**src/rtl/wb_arbiter.sv**
```systemverilog
// rtl/wb_arbiter.sv - writeback arbiter: per-pipe result FIFOs, round-robin onto registered PRF/ROB ports
module wb_arbiter #(
    parameter int NUM_PIPES    = 3,
    parameter int NUM_WB_PORTS = 2,
    parameter int FIFO_DEPTH   = 4,
    parameter int SKID         = 2,
    parameter int PRF_IDX_W    = 6,
    parameter int ROB_IDX_W    = 5
) (
    input  logic                              clock,
    input  logic                              reset,
    input  logic                              flush,
    input  logic [NUM_PIPES-1:0]              res_valid,
    input  logic [NUM_PIPES-1:0]              res_rf_en,
    input  logic [NUM_PIPES*PRF_IDX_W-1:0]    res_prf_idx,
    input  logic [NUM_PIPES*ROB_IDX_W-1:0]    res_rob_idx,
    input  logic [NUM_PIPES*32-1:0]           res_data,
    output logic [NUM_PIPES-1:0]              pipe_busy,
    output logic [NUM_WB_PORTS-1:0]           wb_valid,
    output logic [NUM_WB_PORTS-1:0]           wb_rf_en,
    output logic [NUM_WB_PORTS*PRF_IDX_W-1:0] wb_prf_idx,
    output logic [NUM_WB_PORTS*ROB_IDX_W-1:0] wb_rob_idx,
    output logic [NUM_WB_PORTS*32-1:0]        wb_data,
    output logic                              overflow_err
);

    localparam int PTR_W = $clog2(FIFO_DEPTH);
    localparam int CNT_W = PTR_W + 1;
    localparam int RR_W  = (NUM_PIPES > 1) ? $clog2(NUM_PIPES) : 1;
    // Entry layout: {rf_en, prf_idx, rob_idx, data}
    localparam int ENT_W = 1 + PRF_IDX_W + ROB_IDX_W + 32;
    localparam logic [CNT_W-1:0] FULL    = CNT_W'(FIFO_DEPTH);
    localparam logic [CNT_W-1:0] BUSY_TH = CNT_W'(FIFO_DEPTH - SKID);

    logic [ENT_W-1:0]        r_mem [NUM_PIPES][FIFO_DEPTH];
    logic [PTR_W-1:0]        r_wr_ptr [NUM_PIPES];
    logic [PTR_W-1:0]        r_rd_ptr [NUM_PIPES];
    logic [CNT_W-1:0]        r_count [NUM_PIPES];
    logic [RR_W-1:0]         r_rr_ptr;
    logic [NUM_PIPES-1:0]    r_busy;
    logic                    r_overflow;

    logic [NUM_WB_PORTS-1:0]           r_wb_valid;
    logic [NUM_WB_PORTS-1:0]           r_wb_rf_en;
    logic [NUM_WB_PORTS*PRF_IDX_W-1:0] r_wb_prf_idx;
    logic [NUM_WB_PORTS*ROB_IDX_W-1:0] r_wb_rob_idx;
    logic [NUM_WB_PORTS*32-1:0]        r_wb_data;

    logic [ENT_W-1:0]        w_push_ent [NUM_PIPES];
    logic [ENT_W-1:0]        w_head [NUM_PIPES];
    logic [NUM_PIPES-1:0]    w_push;
    logic [NUM_PIPES-1:0]    w_push_ok;
    logic [NUM_PIPES-1:0]    w_drop;
    logic [NUM_PIPES-1:0]    w_grant;
    logic [CNT_W-1:0]        w_count_next [NUM_PIPES];
    logic [NUM_WB_PORTS-1:0] w_port_vld;
    logic [RR_W-1:0]         w_port_src [NUM_WB_PORTS];
    logic [ENT_W-1:0]        w_port_ent [NUM_WB_PORTS];
    logic [RR_W-1:0]         w_rr_next;

    // Pack incoming results and expose each FIFO head
    always_comb begin
        for (int i = 0; i < NUM_PIPES; i++) begin
            w_push_ent[i] = {res_rf_en[i],
                             res_prf_idx[i*PRF_IDX_W +: PRF_IDX_W],
                             res_rob_idx[i*ROB_IDX_W +: ROB_IDX_W],
                             res_data[i*32 +: 32]};
            w_head[i]     = r_mem[i][r_rd_ptr[i]];
        end
    end

    // Round-robin scan from rr_ptr: first NUM_WB_PORTS non-empty FIFOs win, k-th winner to port k
    always_comb begin
        int n;
        int idx;
        w_grant    = '0;
        w_port_vld = '0;
        w_rr_next  = r_rr_ptr;
        for (int k = 0; k < NUM_WB_PORTS; k++) begin
            w_port_src[k] = '0;
        end
        n = 0;
        for (int j = 0; j < NUM_PIPES; j++) begin
            idx = int'(r_rr_ptr) + j;
            if (idx >= NUM_PIPES) begin
                idx = idx - NUM_PIPES;
            end
            if ((r_count[idx] != '0) && (n < NUM_WB_PORTS)) begin
                w_grant[idx]  = 1'b1;
                w_port_vld[n] = 1'b1;
                w_port_src[n] = RR_W'(idx);
                w_rr_next     = (idx == NUM_PIPES - 1) ? '0 : RR_W'(idx + 1);
                n             = n + 1;
            end
        end
        for (int k = 0; k < NUM_WB_PORTS; k++) begin
            w_port_ent[k] = w_head[w_port_src[k]];
        end
    end

    // Push acceptance (a full FIFO still accepts when popped this cycle) and next occupancy
    always_comb begin
        for (int i = 0; i < NUM_PIPES; i++) begin
            w_push[i]       = res_valid[i] & ~flush;
            w_push_ok[i]    = w_push[i] & ((r_count[i] != FULL) | w_grant[i]);
            w_drop[i]       = w_push[i] & (r_count[i] == FULL) & ~w_grant[i];
            w_count_next[i] = flush ? '0
                            : r_count[i] + CNT_W'(w_push_ok[i]) - CNT_W'(w_grant[i]);
        end
    end

    // FIFO storage; contents are don't-care until a pointer covers them
    always_ff @(posedge clock) begin
        for (int i = 0; i < NUM_PIPES; i++) begin
            if (w_push_ok[i]) begin
                r_mem[i][r_wr_ptr[i]] <= w_push_ent[i];
            end
        end
    end

    // FIFO pointers, counts, busy flags, rr pointer and sticky overflow
    always_ff @(posedge clock or posedge reset) begin
        if (reset) begin
            for (int i = 0; i < NUM_PIPES; i++) begin
                r_wr_ptr[i] <= '0;
                r_rd_ptr[i] <= '0;
                r_count[i]  <= '0;
            end
            r_busy     <= '0;
            r_rr_ptr   <= '0;
            r_overflow <= 1'b0;
        end else begin
            for (int i = 0; i < NUM_PIPES; i++) begin
                r_count[i] <= w_count_next[i];
                r_busy[i]  <= (w_count_next[i] >= BUSY_TH);
                if (flush) begin
                    r_wr_ptr[i] <= '0;
                    r_rd_ptr[i] <= '0;
                end else begin
                    if (w_push_ok[i]) r_wr_ptr[i] <= r_wr_ptr[i] + 1'b1;
                    if (w_grant[i])   r_rd_ptr[i] <= r_rd_ptr[i] + 1'b1;
                end
            end
            r_rr_ptr <= flush ? '0 : w_rr_next;
            if (|w_drop) begin
                r_overflow <= 1'b1;
            end
        end
    end

    // Writeback registers; ungranted ports drop valid but hold their fields
    always_ff @(posedge clock or posedge reset) begin
        if (reset) begin
            r_wb_valid   <= '0;
            r_wb_rf_en   <= '0;
            r_wb_prf_idx <= '0;
            r_wb_rob_idx <= '0;
            r_wb_data    <= '0;
        end else begin
            for (int k = 0; k < NUM_WB_PORTS; k++) begin
                if (w_port_vld[k] && !flush) begin
                    r_wb_valid[k]                         <= 1'b1;
                    r_wb_rf_en[k]                         <= w_port_ent[k][ENT_W-1];
                    r_wb_prf_idx[k*PRF_IDX_W +: PRF_IDX_W] <= w_port_ent[k][32+ROB_IDX_W +: PRF_IDX_W];
                    r_wb_rob_idx[k*ROB_IDX_W +: ROB_IDX_W] <= w_port_ent[k][32 +: ROB_IDX_W];
                    r_wb_data[k*32 +: 32]                 <= w_port_ent[k][31:0];
                end else begin
                    r_wb_valid[k] <= 1'b0;
                end
            end
        end
    end

    assign pipe_busy    = r_busy;
    assign overflow_err = r_overflow;
    assign wb_valid     = r_wb_valid;
    assign wb_rf_en     = r_wb_rf_en;
    assign wb_prf_idx   = r_wb_prf_idx;
    assign wb_rob_idx   = r_wb_rob_idx;
    assign wb_data      = r_wb_data;

endmodule
```
**config.mk**
```make
export PLATFORM = sky130hd
export DESIGN_NAME = wb_arbiter
export DESIGN_NICKNAME = d
export VERILOG_FILES = /design/src/rtl/wb_arbiter.sv
export SDC_FILE = /design/constraint.sdc
export NUM_CORES = 1
export LEC_CHECK = 0
export ABC_AREA = 1
export ABC_CLOCK_PERIOD_IN_PS = 8300
export BUFFER_PORTS_ARGS = -buffer_cell sky130_fd_sc_hd__clkbuf_2
export CAP_MARGIN = 20
export CORE_MARGIN = 8
export CORE_UTILIZATION = 45
export CTS_CLUSTER_DIAMETER = 120
export DETAILED_ROUTE_END_ITERATION = 12
export PLACE_DENSITY = 0.73
export SLEW_MARGIN = 20
export SYNTH_ARGS = -nofsm -noshare
export SYNTH_HDL_FRONTEND = slang
export SYNTH_SLANG_ARGS = --single-unit
export TNS_END_PERCENT = 20
```
**constraint.sdc**
```tcl
create_clock -name clock -period 8.3 [get_ports clock]
set_input_delay 1.66 -clock clock [delete_from_list [all_inputs] [get_ports clock]]
set_output_delay 1.66 -clock clock [all_outputs]
set_load 0.05 [all_outputs]
```
; ---- Word level (Yosys, flattened, before mapping)
; Memory sizes are Yosys's and may differ from the RTL's.
; Cells that the tools add are included.
[op_classes]
n_reduce_logical = 26
n_mux = 90
bitwise = 36
magnitude_cmp = 36
n_addsub = 21
n_eq_ne = 9
[op_table]
columns = operator, count
row1 = $mux W44, 13
row2 = $mux W176, 3
row3 = $bmux W44 S2, 5
row4 = $demux W44 S2, 3
row5 = $ge A32 B1 Y1 const B, 5
row6 = $not A32 Y32, 5
row7 = $lt A32 B3 Y1 const B, 4
row8 = $mux W32, 4
row9 = $eq A32 B3 Y1 const B, 3
row10 = $ge A32 B3 Y1 const B, 3
row11 = $lt A32 B4 Y1 const B, 3
row12 = $ge A32 B2 Y1 const B, 2
row13 = $lt A32 B1 Y1 const B, 2
row14 = $mux W2, 24
row15 = $mux W3, 12
row16 = $add A32 B2 Y32 const B, 1
row17 = $ge A3 B3 Y1 const B, 8
row18 = $not A2 Y3, 8
row19 = $bmux W3 S2, 3
row20 = $ge A3 B2 Y1 const B, 5
row21 = $logic_and A1 B1 Y1, 14
row22 = $add A2 B1 Y2 const B, 6
row23 = $and A1 B1 Y1, 12
row24 = $mux W1, 12
row25 = other kinds (26), 58
[totals]
input_bits = 138
reg_bits = 117
memories = 1
ramBits = 528
wordCells = 240
output_inout_bits = 94
[mem_list]
columns = name, words, word_bits, rd, rd_ports_with_merged_regs, wr, line
row1 = r_mem, 3, 176, 3, 0, 3, 35  ; logic [ENT_W-1:0] r_mem [NUM_PIPES][FIFO_DEPTH];

; ---- Logic depth before layout (Yosys ltp)
; Gate-level depths: netlist of the first run.
[depth]
depth_word = 22
mapped_depth = 22
depth_no_buf = 21

; ---- Worst setup path after synthesis of the first run
; No wires, ideal clock.
[synth_timing]
path_type = reg-to-reg
start = register r_rr_ptr[0]
end = memory r_mem[0][352] (netlist bit) (enable)
setup_time_ns = 0.446
t_required_ns = 7.854
n_path_buf = 1
arrival_time_ns = 4.084
synth_period_minus_slack_ns = 4.530
path_slack_ns = 3.770
path_stages_with_launch = 18
cell_sequence = dfrtp_1 > inv_1 > ha_1 > inv_2 > nand2_1 > nand3_1 > nand2_4 > ha_1 > inv_1 > nand2_1 > inv_1 > nand3_2 > buf_6 > o21ai_1 > inv_1 > nand2_1 > nand2_1 > nor2_1
[synth_lines]
columns = item, line
row1 = "start, declared", 39  ; logic [RR_W-1:0] r_rr_ptr;
row2 = "start signal, assigned", 144  ; r_rr_ptr <= flush ? '0 : w_rr_next;
row3 = "end, declared", 35

; ---- Final worst setup path of the first run
[layout_timing]
start = register r_rr_ptr[0]
end = register r_wb_data[32] (netlist: wb_data[32])
[layout_between]
elab_chain_len = 22
word_cells_on_any_way = 68
cone_classes = 6 x add/sub / 13 x order compare / 31 x mux / 8 x bitwise / 10 x reduce/logical
[layout_lines]
columns = item, line
row1 = $sub A2 B2 Y3 or $ge A2 B2 Y1 (tied branches), "86, 85"
row2 = $mux W32, 85  ; if (idx >= NUM_PIPES) begin
row3 = $not A32 Y32 (implied by the code), 88  ; if ((r_count[idx] != '0) && (n < NUM_WB_PORTS)) begin
row4 = $bmux W3 S2, 88
row5 = $mux W3 (implied by the code) (2 in a row), 88
row6 = $reduce_bool A3 Y1, 88
row7 = $mux W1, 88
row8 = $lt A32 B3 Y1, "88, 90"
row9 = (+4 left out), -
row10 = $logic_and A1 B1 Y1 (implied by the code), 91  ; w_port_src[n] = RR_W'(idx);
row11 = $mux W2 (implied by the code), 91
row12 = $demux W2 S1, 91
row13 = $bwmux W4, 91
row14 = $mux W4, 88
row15 = $not A2 Y3 (implied by the code), 97  ; w_port_ent[k] = w_head[w_port_src[k]];
row16 = $bmux W44 S2, 97
row17 = $mux W44 (implied by the code) (2 in a row), 97
row18 = "end signal, assigned by index", 166  ; r_wb_data[k*32 +: 32] <= w_port_ent[k][31:0];
row19 = "end, declared", 47  ; logic [NUM_WB_PORTS*32-1:0] r_wb_data;
; Parallel ways exist; a longest one is shown, timed or not. The select of a mux whose other input is x is not followed.
; A chain may end at the register's enable or synchronous reset.

==> results of run 1 <==
==> cell usage in the layout, fill, tap and decap left out, drive strengths merged, types with 8 or more instances in the layout <==
cell type / n
clkinv: 22
a21oi: 140
o21ai: 108
nand3: 191
edfxtp: 528
bufinv: 8
or2: 42
diode: 11
buf: 26
dfrtp: 117
ha: 24
nand2: 626
clkbuf: 323
a21boi: 43
inv: 74
o22ai: 47
a32o: 88
nor2: 126
==> stage by stage <==
stage                     instance area [sq um]  setup WS (ps)  total power [mW]  cells  utilization, %
final                                     31220           3599             14.49   3346           52.12
after global routing                      31210           3282             15.22   3340           52.09
after CTS                                 31190           3773             14.41   3335           52.07
after detailed placement                  28870           3755             11.27   3207           48.19
after global placement                    28870           3765             11.13   3207           48.19
after floorplan                           27060           3539             9.241   2313               -
==> final timing paths <==
kind                               from           end  slack, ps  cells past startpoint
max in group asynchronous         reset   wb_data[19]       5850                      3
min                        overflow_err  overflow_err        500                      2
max                         r_rr_ptr[0]   wb_data[32]       3600                     19
min reg2reg                overflow_err  overflow_err        500                      2
min in group asynchronous         reset  pipe_busy[1]       1090                      2
max reg2reg                 r_rr_ptr[0]   wb_data[32]       3600                     19
==> Yosys cell counts (4+ instances only) <==
cell	instances	area, sq um
ha_1	24	300.3
a21boi_0	4	30.03
nand2_1	618	2320
or2_1	8	50.05
buf_6	5	56.30
or2_2	34	212.7
nand4_1	4	25.02
inv_1	58	217.7
nor2_1	121	454.2
o22ai_1	47	294.0
o21ai_0	102	510.5
inv_2	12	45.04
dfrtp_1	117	2928
edfxtp_1	528	15860
clkbuf_1	103	386.6
a32o_1	88	880.8
a21boi_1	39	292.8
nand3_2	4	40.04
nand3_1	187	935.9
a21oi_1	138	690.7
buf_1	10	37.54
nand2_2	5	31.28
buf_2	26	130.1
==> flip-flops by register name, summed over array words and instances (netlist names), 3 cells and up <==
signal      cells
r_rd_ptr        6
wb_data        64
r_mem         528
pipe_busy       3
r_wr_ptr        6
r_count         9
wb_prf_idx     12
wb_rob_idx     10
==> power by group <==
| part | total, mW | leakage (nW) | internal [mW] | switching (mW) |
|---|---|---|---|---|
| combinational | 6.94 | 4.85 | 1.93 | 5.00 |
| sequential | 4.41 | 6.19 | 4.02 | 0.393 |
| clock | 3.13 | 1.12 | 1.86 | 1.28 |
| total | 14.5 | 12.2 | 7.81 | 6.68 |
==> kinds of logic after synthesis <==
kind of cell | after synthesis | synth area share [%]
AO/OA/AOI/OAI | 428 | 10.39
XOR/XNOR | 3 | 0.09713
adder cells (fa/ha/maj) | 27 | 1.332
buffers and inverters | 215 | 3.256
flip-flops | 645 | 69.42
AND/OR/NAND/NOR | 995 | 15.51
==> metal layers <==
metal / up-vias / global-route usage (%)
met5: - / 0
met4: 10 / 10.30
met3: 167 / 6.290
met2: 1062 / 34.35
met1: 9476 / 30.42
li1: 8622 / -
==> cell type report <==
class                   count  area (sq um)
diodes                     11         27.53
fillers                  5050         28690
inverters                  70         267.8
clock inverters            36         450.4
flip-flops and latches    645         18790
repair buffers            257          1351
multi-input cells        1453          7487
clock buffers              92          1873
well taps                 782         978.4
==> critical path, delay by kind of cell (launching register included) <==
| family | cells | cell delay [ps] |
|---|---|---|
| simple gates | 12 | 2840 |
| buf+inv | 5 | 730 |
| fa+ha+maj | 2 | 590 |
| flops | 1 | 370 |
==> results.py, run 1 <==
metrics = {
    "outcome": {
        "status": "complete, no violations",
    },
    "setup_path": {
        "crit_chain": "inv_1, ha_1, inv_2, nand2_1, nand3_1, nand2_4, ha_1, inv_1, nand2_1, inv_1, nand3_2, nor2_4, nor2_1, nand2_2, nand2_2, inv_1, nand3_1, nand3_1, nand2_1",
        "required_ps": 8810,
        "crit_slowest_cell": "nand2_2",
        "critPathMaxStageDelay_ps": 850,
        "crit_arrival_ps": 5210,
        "critPathCaptureType": "register",
        "startpoint_type": "register",
        "path_class": "reg -> reg",
        "crit_top_cell": "inv_1",
        "cp_max_fo": 45,
    },
    "sta": {
        "finalSetupTns_ps": 0,
        "hold_violations": 0,
        "drv_slew": 0,
        "rsz0062_at_grt": "false",
        "skew_ps": 21.87,
        "period_share_pct": 56.63,
        "slew_headroom_pct": 26.99,
        "hold_slack_ps": 504.0,
        "setup_viol_count_final": 0,
        "fin_crit_ps": 4701,
        "tightest_slew_ps": 1091,
        "max_freq_mhz": 212.7,
    },
    "flow_run": {
        "drv_cap": 0,
    },
    "synth": {
        "ys_types": 41,
        "yosysWarnings": 0,
        "synth_seq_cells": 645,
        "syn_avg_cell_area_sq_um": 11.70,
        "synthCells": 2313,
        "synth_edf_count": 528,
        "ys_async_sr_fraction_pct": 18.14,
        "syn_nets": 2478,
        "synth_flop_cell": "edfxtp_1",
        "ys_seq_area_share_pct": 69.42,
        "syn-cell-area_sq_mm": 0.02706,
    },
    "routing": {
        "drt-total-wl_microns": 79560,
        "ant_nets": 0,
        "wl_per_cell_microns": 23.78,
        "top_layer": "met5",
        "via_per_inst": 5.779,
        "drt-pass1-iter-count": 6,
        "vias": 19340,
        "drc_errors": 0,
        "routed-wl-met3_microns": 8753,
        "drt-met1-wl_microns": 30850,
        "wl_met2_microns": 36210,
        "drt_iter0_drc": 2599,
    },
    "global_routing": {
        "grt_pass1_vias": 18190,
        "antenna_found_initial": 10,
        "overflow": 0,
        "grt_max_degree": 93,
        "grt_pass1_wl_microns": 115300,
        "grt_usage_pct": 22.70,
    },
    "clock_tree": {
        "hold_buffers": 0,
        "path_clk_slew_ps": 60,
        "tritoncts": "built",
        "post_cts_buffers": 0,
        "post_cts_resized": 0,
        "h-tree-depth": 3,
        "cts_buffers": 69,
        "clockBufferDepth": 3,
        "clk_latency_ps": 620,
        "cts_root_buf": "clkbuf_16",
        "clock_sinks": 645,
    },
    "placement": {
        "hpwlAfterDp_microns": 52000,
        "routabilityCongestion": 0.8694,
        "port_buffers": 231,
    },
    "floorplanning": {
        "core_area_sq_mm": 0.05991,
        "die_y_microns": 261.2,
        "std_cell_rows": 90,
        "die_x_microns": 261.2,
        "die_area_sq_mm": 0.06823,
        "start_util_pct": 45.16,
        "ioPinCount": 232,
    },
    "power_and_ir_drop": {
        "total_leakage_power_nw": 12.16,
        "irDropWorstVdd_uv": 329.2,
        "p_per_area_mw_per_mm2": 464.0,
    },
    "final_layout": {
        "drive_gt1_share_pct": 17.39,
        "syn_to_final_growth_pct": 15.40,
        "fin_nets": 2661,
    },
    "hold_path": {
        "min_path_type": "reg -> reg",
    },
}
Power figures use the tool's default switching activity.
==> inputs of run 2 (changes only) <==
--- a/config.mk
+++ b/config.mk
@@ -5,15 +5,15 @@
 export SDC_FILE = /design/constraint.sdc
 export NUM_CORES = 1
 export LEC_CHECK = 0
-export ABC_AREA = 1
-export ABC_CLOCK_PERIOD_IN_PS = 8300
+export ABC_AREA = 0
+export ABC_CLOCK_PERIOD_IN_PS = 3920
 export BUFFER_PORTS_ARGS = -buffer_cell sky130_fd_sc_hd__clkbuf_2
 export CAP_MARGIN = 20
 export CORE_MARGIN = 8
 export CORE_UTILIZATION = 45
 export CTS_CLUSTER_DIAMETER = 120
 export DETAILED_ROUTE_END_ITERATION = 12
-export PLACE_DENSITY = 0.73
+export PLACE_DENSITY = 0.75
 export SLEW_MARGIN = 20
 export SYNTH_ARGS = -nofsm -noshare
 export SYNTH_HDL_FRONTEND = slang
==> constraint.sdc (replaced) <==
create_clock -name clock -period 3.92 [get_ports clock]
set_input_delay 0.784 -clock clock [delete_from_list [all_inputs] [get_ports clock]]
set_output_delay 0.784 -clock clock [all_outputs]
set_load 0.05 [all_outputs]
==> run 2 against run 1 <==
Compared with the run above:
- clock power increased by 110%
- via count down 22%
- highest routed layer unchanged
- global-route usage is 1.8 points lower
- setup slack lost 3500 ps
- sequential share of layout area increased by 0.21 points
- critical path type unchanged
- sequential cell count unchanged
==> results.py, run 2 <==
metrics = {
    "outcome": {
        "status": "complete, no violations",
    },
    "final_layout": {
        "mostFrequentLayoutCells": "edfxtp_1 (528), clkbuf_2 (231), mux4_2 (132)",
        "layoutNonFillerInstCount": 2603,
        "syn_to_final_growth_pct": 19.61,
        "utilization_pct": 54.17,
        "fill_cells": 4525,
        "final_common_cell": "edfxtp_1",
        "fin_nets": 1935,
        "largest_reg_flops": 528,
        "drive_gt1_share_pct": 33.55,
    },
    "synth": {
        "synth_area_leaders": "edfxtp_1 (61%), mux4_2 (11%), dfrtp_1 (11%)",
        "synth_adder_area_share_pct": 1.384,
        "yosysWarnings": 0,
        "synthCells": 1475,
        "ys_async_sr_fraction_pct": 18.14,
        "synth_compound_area_share_pct": 7.537,
        "synth-simple-area-share_pct": 3.221,
        "yosysMostFrequentCell": "edfxtp_1",
        "synth_largest_area_cell": "edfxtp_1",
        "synth_seq_cells": 645,
        "synthMuxAreaShare_pct": 13.25,
        "synth_top_family_by_area": "multiplexers",
        "syn_nets": 1640,
        "syn-cell-area_sq_mm": 0.02603,
        "synth_edf_count": 528,
        "synth_top_area_share_pct": 60.91,
        "synth_common_cells": "edfxtp_1 (528), mux4_2 (132), dfrtp_1 (117), nand2_1 (94), o21ai_1 (72)",
        "synth_flop_cell": "edfxtp_1",
        "synth_xor_area_share_pct": 0.3365,
        "ys_seq_area_share_pct": 72.16,
        "syn_avg_cell_area_sq_um": 17.65,
        "ys_types": 64,
    },
    "flow_run": {
        "drv_cap": 0,
    },
    "setup_path": {
        "crit_slowest_cell": "dfrtp_1",
        "path_class": "reg -> reg",
        "crit_arrival_ps": 4330,
        "startpoint_type": "register",
        "cp_top_family": "adder cells",
        "worstReg2RegStart": "r_rr_ptr[1]",
        "critPathMaxStageDelay_ps": 400,
        "crit_chain": "buf_6, ha_4, o31ai_4, a21o_1, nand2_4, ha_4, nor3b_4, a22o_4, nand2b_4, a211oi_4, a311oi_4, inv_1, ha_1, inv_1, ha_2, fa_2, xnor2_2, xnor2_1, nor2_1, or2_4",
        "cp_max_fo": 4,
        "reg2regPathDepth": 20,
        "cp_num_buf_inv": 3,
        "critPathCaptureType": "register",
        "required_ps": 4400,
        "crit_start": "r_rr_ptr[1]",
        "worst-path-stages": 20,
    },
    "floorplanning": {
        "start_util_pct": 45.29,
        "core_area_sq_mm": 0.05748,
        "std_cell_rows": 88,
        "die_x_microns": 256.5,
        "die_area_sq_mm": 0.06579,
        "die_y_microns": 256.5,
        "ioPinCount": 232,
    },
    "clock_tree": {
        "clockBufferDepth": 3,
        "cts_root_buf": "clkbuf_16",
        "cts_buffers": 69,
        "clock_sinks": 645,
        "clk_latency_ps": 590,
        "hold_buffers": 0,
        "tritoncts": "built",
        "h-tree-depth": 3,
        "path_clk_slew_ps": 60,
    },
    "global_routing": {
        "grt_pass1_wl_microns": 102700,
        "antenna_found_initial": 21,
        "overflow": 0,
        "grt_usage_pct": 20.92,
        "grt_max_degree": 75,
        "grt_pass1_vias": 15570,
    },
    "routing": {
        "ant_nets": 0,
        "drc_errors": 0,
        "drt_iter0_drc": 1413,
        "via_per_inst": 5.787,
        "wl_per_cell_microns": 26.90,
        "drt-total-wl_microns": 70020,
        "vias": 15060,
        "drt-pass1-iter-count": 5,
    },
    "sta": {
        "skew_ps": 19.77,
        "setup_viol_count_final": 0,
        "max_freq_mhz": 260.1,
        "drv_slew": 0,
        "layout_setup_ws_ps": 75.12,
        "rsz0062_at_grt": "true",
        "fin_crit_ps": 3845,
        "hold_violations": 0,
        "period_share_pct": 98.08,
        "slew_headroom_pct": 22.48,
        "tightest_slew_ps": 1163,
    },
    "power_and_ir_drop": {
        "p_per_area_mw_per_mm2": 886.4,
        "power.total_mw": 27.60,
        "total_leakage_power_nw": 11.03,
        "irDropWorstVdd_uv": 752.2,
    },
    "placement": {
        "dp.cells": 2456,
        "routabilityCongestion": 0.8725,
        "pre_cts_ws_ps": 12.80,
        "port_buffers": 231,
        "hpwlAfterDp_microns": 46650,
    },
    "hold_path": {
        "min_path_type": "in -> async",
    },
}
run 2: cell types whose count changed in the layout (fill, tap and decap cells not counted), moves of 68 or more:
cell     previous run  this run
a21oi_1           138        48
a32o_1             88         1
nand3_1           187         3
mux4_2              0       132
o21ai_1             3        71
nor2_1            109        28
nand2_1           616        93
run 2: final timing paths:
| check | end | slack, ps |
|---|---|---|
| setup / recovery | pipe_busy[1] | 80 |
| hold / removal | wb_data[2] | 320 |
| setup reg to reg | pipe_busy[1] | 80 |
| hold reg to reg | wb_prf_idx[9] | 480 |
| max in group asynchronous | wb_data[54] | 2850 |
| min in group clock | r_mem[0][223] | 410 |
run 2: final cells by class:
type,instances,area [sq um],share of cell area [%]
Clock inverter,35,346.6,1.113
Sequential cell,645,18800,60.38
Tap cell,765,957.2,3.075
Clock buffer,90,1951,6.266
Multi-Input combinational cell,705,6930,22.26
Antenna cell,14,35.03,0.1125
Inverter,33,128.9,0.4140
Timing Repair Buffer,316,1986,6.378
run 2: timing repair:
action | 4_1_cts | 5_1_grt
buffers inserted | 1 | 7
endpoints found under the setup margin | 1 | 5
resized for setup | 1 | 9
cloned | 0 | 0
pin swaps | 1 | 17
run 2: stage by stage:
step / hold WS, ps / instance area (sq um) / TNS [ps]
finish: 320.2 / 31130 / 0
floorplan: 538.2 / 26150 / -2644
detailed placement: 474.3 / 28690 / 0
CTS: 323.5 / 31000 / 0
global placement: 477.7 / 28690 / 0
global route: 372.7 / 31110 / -124.6
run 2: power by group:
group / leakage, nW / switching, mW / internal (mW)
sequential: 6.24 / 1.09 / 8.44
combinational: 3.66 / 7.34 / 4.18
clock: 1.13 / 2.57 / 3.96
run 2: cell families (layout without fill, tap and decap cells):
logic type	after synthesis	in the layout
simple gates	180	180
buf+inv	125	474
flops	645	645
compound gates	309	309
mux	179	179
other cells	0	14
fa+ha+maj	27	27
xor+xnor	10	10
run 2: routing by layer:
layer / global-route usage, % / routed length, microns
met1: 26.46 / 27080
met2: 35.34 / 35230
met3: 5.264 / 5819
met4: 6.614 / 1808
met5: 0 / 80
